==> src/rtl/vmem_text_writer.sv <==
// Text-mode writer: turns ASCII key events into video character RAM writes at
// a hardware cursor, handles Enter/Backspace/wrap, and clears the screen with
// a one-cell-per-cycle sweep.
//
//   state   | meaning
//   --------+-----------------------------------------------------------
//   S_IDLE  | ready for a key event or a clear request
//   S_CLEAR | sweeping BLANK over every cell, ascending, one per cycle
//   S_HOME  | sweep done; park cursor at (0,0) and return to S_IDLE
module vmem_text_writer #(
  parameter int          COLS     = 70,
  parameter int          ROWS     = 30,
  parameter int          ADDR_W   = 12,
  parameter int          END_MODE = 0,
  parameter logic [7:0]  BLANK    = 8'h20
) (
  input  logic                      clk,
  input  logic                      rst,
  input  logic                      key_valid,
  input  logic [7:0]                key_char,
  input  logic                      up,
  input  logic                      clear_req,
  output logic                      ready,
  output logic                      vm_we,
  output logic [ADDR_W-1:0]         vm_addr,
  output logic [7:0]                vm_data,
  output logic [$clog2(COLS)-1:0]   cur_col,
  output logic [$clog2(ROWS)-1:0]   cur_row,
  output logic [ADDR_W-1:0]         cur_addr
);

  localparam int COL_W = $clog2(COLS);
  localparam int ROW_W = $clog2(ROWS);
  localparam logic [COL_W-1:0]  COL_LAST  = COL_W'(COLS - 1);
  localparam logic [ROW_W-1:0]  ROW_LAST  = ROW_W'(ROWS - 1);
  localparam logic [ADDR_W-1:0] ADDR_LAST = ADDR_W'(COLS * ROWS - 1);
  localparam logic [ADDR_W-1:0] COLS_A    = ADDR_W'(COLS);
  localparam bit                WRAP_HOME = (END_MODE == 0);

  typedef enum logic [1:0] {
    S_IDLE  = 2'd0,
    S_CLEAR = 2'd1,
    S_HOME  = 2'd2
  } state_t;

  state_t              state, state_n;
  logic [COL_W-1:0]    col_n;
  logic [ROW_W-1:0]    row_n;
  logic [ADDR_W-1:0]   addr_n;
  logic                we_n;
  logic [ADDR_W-1:0]   waddr_n;
  logic [7:0]          wdata_n;
  logic [ADDR_W-1:0]   clr_addr, clr_n;

  logic                is_print, is_enter, is_bs, last_row;
  logic [7:0]          case_char;

  assign ready = (state == S_IDLE);

  // Character classification and optional upper-casing of a-z.
  always_comb begin
    is_print  = (key_char >= 8'h20) && (key_char <= 8'h7E);
    is_enter  = (key_char == 8'h0D);
    is_bs     = (key_char == 8'h08);
    last_row  = (cur_row == ROW_LAST);
    case_char = key_char;
    if (up && (key_char >= 8'h61) && (key_char <= 8'h7A))
      case_char = key_char - 8'h20;
  end

  // Next-state, next-cursor and next RAM-port values.
  always_comb begin
    state_n = state;
    col_n   = cur_col;
    row_n   = cur_row;
    addr_n  = cur_addr;
    we_n    = 1'b0;
    waddr_n = vm_addr;
    wdata_n = vm_data;
    clr_n   = clr_addr;

    case (state)
      S_IDLE: begin
        if (clear_req) begin
          // A clear request wins over a coincident key, which is dropped.
          state_n = S_CLEAR;
          clr_n   = '0;
        end else if (key_valid) begin
          if (is_print) begin
            we_n    = 1'b1;
            waddr_n = cur_addr;
            wdata_n = case_char;
            if (cur_col != COL_LAST) begin
              col_n  = cur_col + 1'b1;
              addr_n = cur_addr + 1'b1;
            end else if (!last_row) begin
              col_n  = '0;
              row_n  = cur_row + 1'b1;
              addr_n = cur_addr + 1'b1;
            end else if (WRAP_HOME) begin
              col_n  = '0;
              row_n  = '0;
              addr_n = '0;
            end else begin
              // Cursor is left alone; HOME parks it once the sweep ends.
              state_n = S_CLEAR;
              clr_n   = '0;
            end
          end else if (is_enter) begin
            if (!last_row) begin
              col_n  = '0;
              row_n  = cur_row + 1'b1;
              addr_n = cur_addr - ADDR_W'(cur_col) + COLS_A;
            end else if (WRAP_HOME) begin
              col_n  = '0;
              row_n  = '0;
              addr_n = '0;
            end else begin
              state_n = S_CLEAR;
              clr_n   = '0;
            end
          end else if (is_bs) begin
            // Linear address steps back by one in both the in-row and
            // row-crossing cases, so no multiply is needed.
            if (cur_col != '0) begin
              col_n   = cur_col - 1'b1;
              addr_n  = cur_addr - 1'b1;
              we_n    = 1'b1;
              waddr_n = cur_addr - 1'b1;
              wdata_n = BLANK;
            end else if (cur_row != '0) begin
              col_n   = COL_LAST;
              row_n   = cur_row - 1'b1;
              addr_n  = cur_addr - 1'b1;
              we_n    = 1'b1;
              waddr_n = cur_addr - 1'b1;
              wdata_n = BLANK;
            end
          end
        end
      end
      S_CLEAR: begin
        we_n    = 1'b1;
        waddr_n = clr_addr;
        wdata_n = BLANK;
        clr_n   = clr_addr + 1'b1;
        if (clr_addr == ADDR_LAST)
          state_n = S_HOME;
      end
      S_HOME: begin
        col_n   = '0;
        row_n   = '0;
        addr_n  = '0;
        state_n = S_IDLE;
      end
      default: state_n = S_IDLE;
    endcase
  end

  // State, cursor and registered RAM-port outputs.
  always_ff @(posedge clk or posedge rst) begin
    if (rst) begin
      state    <= S_IDLE;
      cur_col  <= '0;
      cur_row  <= '0;
      cur_addr <= '0;
      vm_we    <= 1'b0;
      vm_addr  <= '0;
      vm_data  <= '0;
      clr_addr <= '0;
    end else begin
      state    <= state_n;
      cur_col  <= col_n;
      cur_row  <= row_n;
      cur_addr <= addr_n;
      vm_we    <= we_n;
      vm_addr  <= waddr_n;
      vm_data  <= wdata_n;
      clr_addr <= clr_n;
    end
  end

endmodule
==> config.mk <==
export PLATFORM = sky130hd
export DESIGN_NAME = vmem_text_writer
export DESIGN_NICKNAME = d
export VERILOG_FILES = /design/src/rtl/vmem_text_writer.sv
export SDC_FILE = /design/constraint.sdc
export NUM_CORES = 1
export LEC_CHECK = 0
export BUFFER_PORTS_ARGS = -buffer_cell sky130_fd_sc_hd__buf_2
export CORE_MARGIN = 2
export CORE_UTILIZATION = 35
export CTS_BUF_LIST = sky130_fd_sc_hd__clkbuf_16
export DETAILED_ROUTE_END_ITERATION = 7
export PLACE_DENSITY = 0.57
export SETUP_SLACK_MARGIN = 0.02
export SKIP_CTS_REPAIR_TIMING = 1
export SYNTH_ARGS = -nofsm -noshare
export SYNTH_HDL_FRONTEND = slang
export SYNTH_SLANG_ARGS = --single-unit
==> constraint.sdc <==
create_clock -name clk -period 3.4 [get_ports clk]
set_input_delay 0.68 -clock clk [delete_from_list [all_inputs] [get_ports clk]]
set_output_delay 0.68 -clock clk [all_outputs]
set_load 0.1 [all_outputs]
==> flow_summary.toml <==
[clock_network]
cts_tree = "yes"
cts_root_buffer = "clkbuf_16"
path_clk_slew_ns = 0.06
cts.sinks = 59
clk_latency_ns = 0.34
cts_max_level = 3
clockBufferDepth = 2
cts_made_buffers = 9

[placement]
hpwl_um = 11700
io_buffers = 58
dp_worst_setup_slack_ns = 0.298
globalplace.congestion = 0.959

[sta]
tns_ns = 0
finalCritPeriodShare_pct = 92.4
worstMarginPinSlew_ns = 0.767
rsz0062_at_grt = "false"
period_needed_ns = 3.14
hold_viol = 0
drv_slew = 0
setup_violations = 0
fin_skew_ns = 0.00574
relSlewSlack_pct = 48.3
max_freq_mhz = 318
fin_ws_ns = 0.258

[critical_path]
arrival_ns = 3.37
startpoint_type = "flop"
cp.depth = 11
path_class = "flop to flop"
crit_path_end_kind = "flop"
crit_slowest_cell = "or4_1"
path_cells = "inv_1 > ha_1 > inv_1 > ha_1 > fa_1 > a211oi_1 > o211ai_1 > and2_1 > or4_1 > a31oi_1 > o31ai_1"
endpoint = "cur_addr[11]$_DFFE_PP0P_"
worstPathRequired_ns = 3.63
ff2ff_setup_slack_ns = 0.26
r2r-start = "cur_addr[1]$_DFFE_PP0P_"
cp_top_family = "adder cells"
r2r_cells = 11
timing.rr.end = "cur_addr[11]$_DFFE_PP0P_"
cpPeakStageDelay_ns = 0.47
cp_max_fo = 9
critPathLaunch = "cur_addr[1]$_DFFE_PP0P_"
cp_num_buf_inv = 2

[synthesis]
syn_area_um2 = 4980
yosysWarnings = 0
synth.most_common_cell = "dfrtp_1"
synth_cells = 584
synth_top_area_share_pct = 29.6
ys_ff_latch = 59
synth_largest_area_cell = "dfrtp_1"
yosysSeqAreaShare_pct = 29.6
synthTopCellsByCount = "dfrtp_1, a21oi_1, o21ai_0, nand2_1, inv_1"
avgSynthCellArea_um2 = 8.54
async_reset_ff_share_pct = 100
syn-num-nets = 634
synth_cell_type_count = 87
synth_ff_type = "dfrtp_1"
synth_edf_count = 0
synth_area_leaders = "dfrtp_1, ha_1, a21oi_1, o21ai_0, nand2_1"

[global_routing]
antenna_found_initial = 0
grt_pass1_vias = 4688
grt_pass1_wl_um = 25400
grt_max_degree = 29
track_usage_pct = 21.7
grt-ovfl-total = 0

[floorplan]
core_um2 = 13900
floorplan.initialDensity_pct = 35.9
die_area_um2 = 15200
fp.dieH_um = 123
rows = 43
ios = 59
chipWidth_um = 123

[status]
status = "completed"

[routing]
ant_nets = 0
drtIter0Drc = 384
drc = 0
vias = 4920
vias_per_cell = 5.97
dr.pass1.iters = 6
drt-total-wl_um = 15900
routedWlPerCell_um = 19.3

[finish]
num-nets-final = 689
drive_gt1_share_pct = 19.1
multi_input_area_um2 = 3210
area_growth_pct = 16.1
antenna-diode-count = 0
fillCellCount = 1414
seq_area_um2 = 1480

[worst_hold_path]
holdCritPathClass = "primary input to async pin"

[flow_run]
drv_cap = 0

[power_and_ir_drop]
power.density_nw_per_um2 = 590
p_leak_nw = 2.48
vdd_drop_max_mv = 0.312
through the flow:
stage	area (um2)	hold slack (ns)	util, %	std cells	power [mW]
detailed placement	5480	0.490	39.5	808	2.44
global route	5790	0.492	41.7	824	3.59
floorplan	4990	0.472	-	584	2.14
CTS	5790	0.474	41.7	824	3.43
finish	5790	0.446	41.7	824	3.41
global placement	5480	0.482	39.5	808	2.42
flip-flops by register name, summed over array words and instances, names as in the netlist:
signal and cells:
clr_addr 12, vm_data 8, cur_row 5, vm_we 1, cur_addr 12, cur_col 7, state 2, vm_addr 12
cell families (layout without fill, tap and decap cells):
logic type	Yosys count	after routing	share of synthesized area [%]
simple gates	189	189	21.6
buf+inv	70	130	6.02
xor+xnor	18	18	3.16
mux	4	4	0.853
flops	59	59	29.6
compound gates	207	207	29.3
fa+ha+maj	37	37	9.44
worst register-to-register path, delay by kind of cell (launching register included):
kind | cells | cell delay (ns)
buffers and inverters | 2 | 0.17
flip-flops | 1 | 0.44
AND/OR/NAND/NOR | 2 | 0.65
AO/OA/AOI/OAI | 4 | 0.80
adder cells (fa/ha/maj) | 3 | 0.97
metal layers:
| metal | wire (um) | part of all wire, % | GRT usage, % |
|---|---|---|---|
| met5 | 0 | 0 | 0 |
| met2 | 7280 | 46 | 33.0 |
| met1 | 7110 | 45 | 29.5 |
| met4 | 484 | 3.0 | 8.03 |
| met3 | 1020 | 6.4 | 5.72 |
how the worst min path moves through the flow:
stage / startpoint / endpoint / slack [ns] / cells past startpoint
after floorplan: clr_addr[11]$_DFFE_PP0P_ / clr_addr[11]$_DFFE_PP0P_ / 0.47 / 1
after global placement: vm_data[5]$_DFFE_PP0P_ / vm_data[5]$_DFFE_PP0P_ / 0.48 / 1
final: rst / vm_addr[8]$_DFFE_PP0P_ / 0.45 / 2
after detailed placement: vm_data[7]$_DFFE_PP0P_ / vm_data[7]$_DFFE_PP0P_ / 0.49 / 1
after global routing: rst / vm_addr[8]$_DFFE_PP0P_ / 0.49 / 2
after CTS: rst / cur_addr[6]$_DFFE_PP0P_ / 0.47 / 2
layout make-up:
type                       instances  area share [%]
inverter                          39            2.53
multi-input combinational        455            55.4
tap                              180            3.89
sequential                        59            25.6
clock buffer                       9            3.89
timing repair buffer              75            7.22
clock inverter                     7            1.45
layout by cell type (no fill, tap or decap), types with 5 or more instances in the layout:
cell type	count
and2_1	6
dfrtp_1	57
nand4_1	10
a211oi_1	6
nor3_1	20
clkbuf_16	9
ha_1	36
o211ai_1	6
a21oi_1	49
a21o_1	5
o21ai_1	5
xnor2_1	14
nand2_1	42
and3_1	14
nand3_1	24
o221ai_1	5
o21ai_0	44
buf_2	58
nor2_1	28
o31ai_1	7
inv_1	38
buf_4	17
o221a_1	6
a22o_1	17
o22ai_1	5
or3_1	6
report_power, final:
group / total [mW] / switching (mW) / leakage [nW] / internal (mW)
registers: 0.996 / 0.169 / 0.737 / 0.827
clock network: 0.975 / 0.343 / 0.152 / 0.632
logic: 1.44 / 1.04 / 1.59 / 0.406
(Power assumes the default switching activity.)
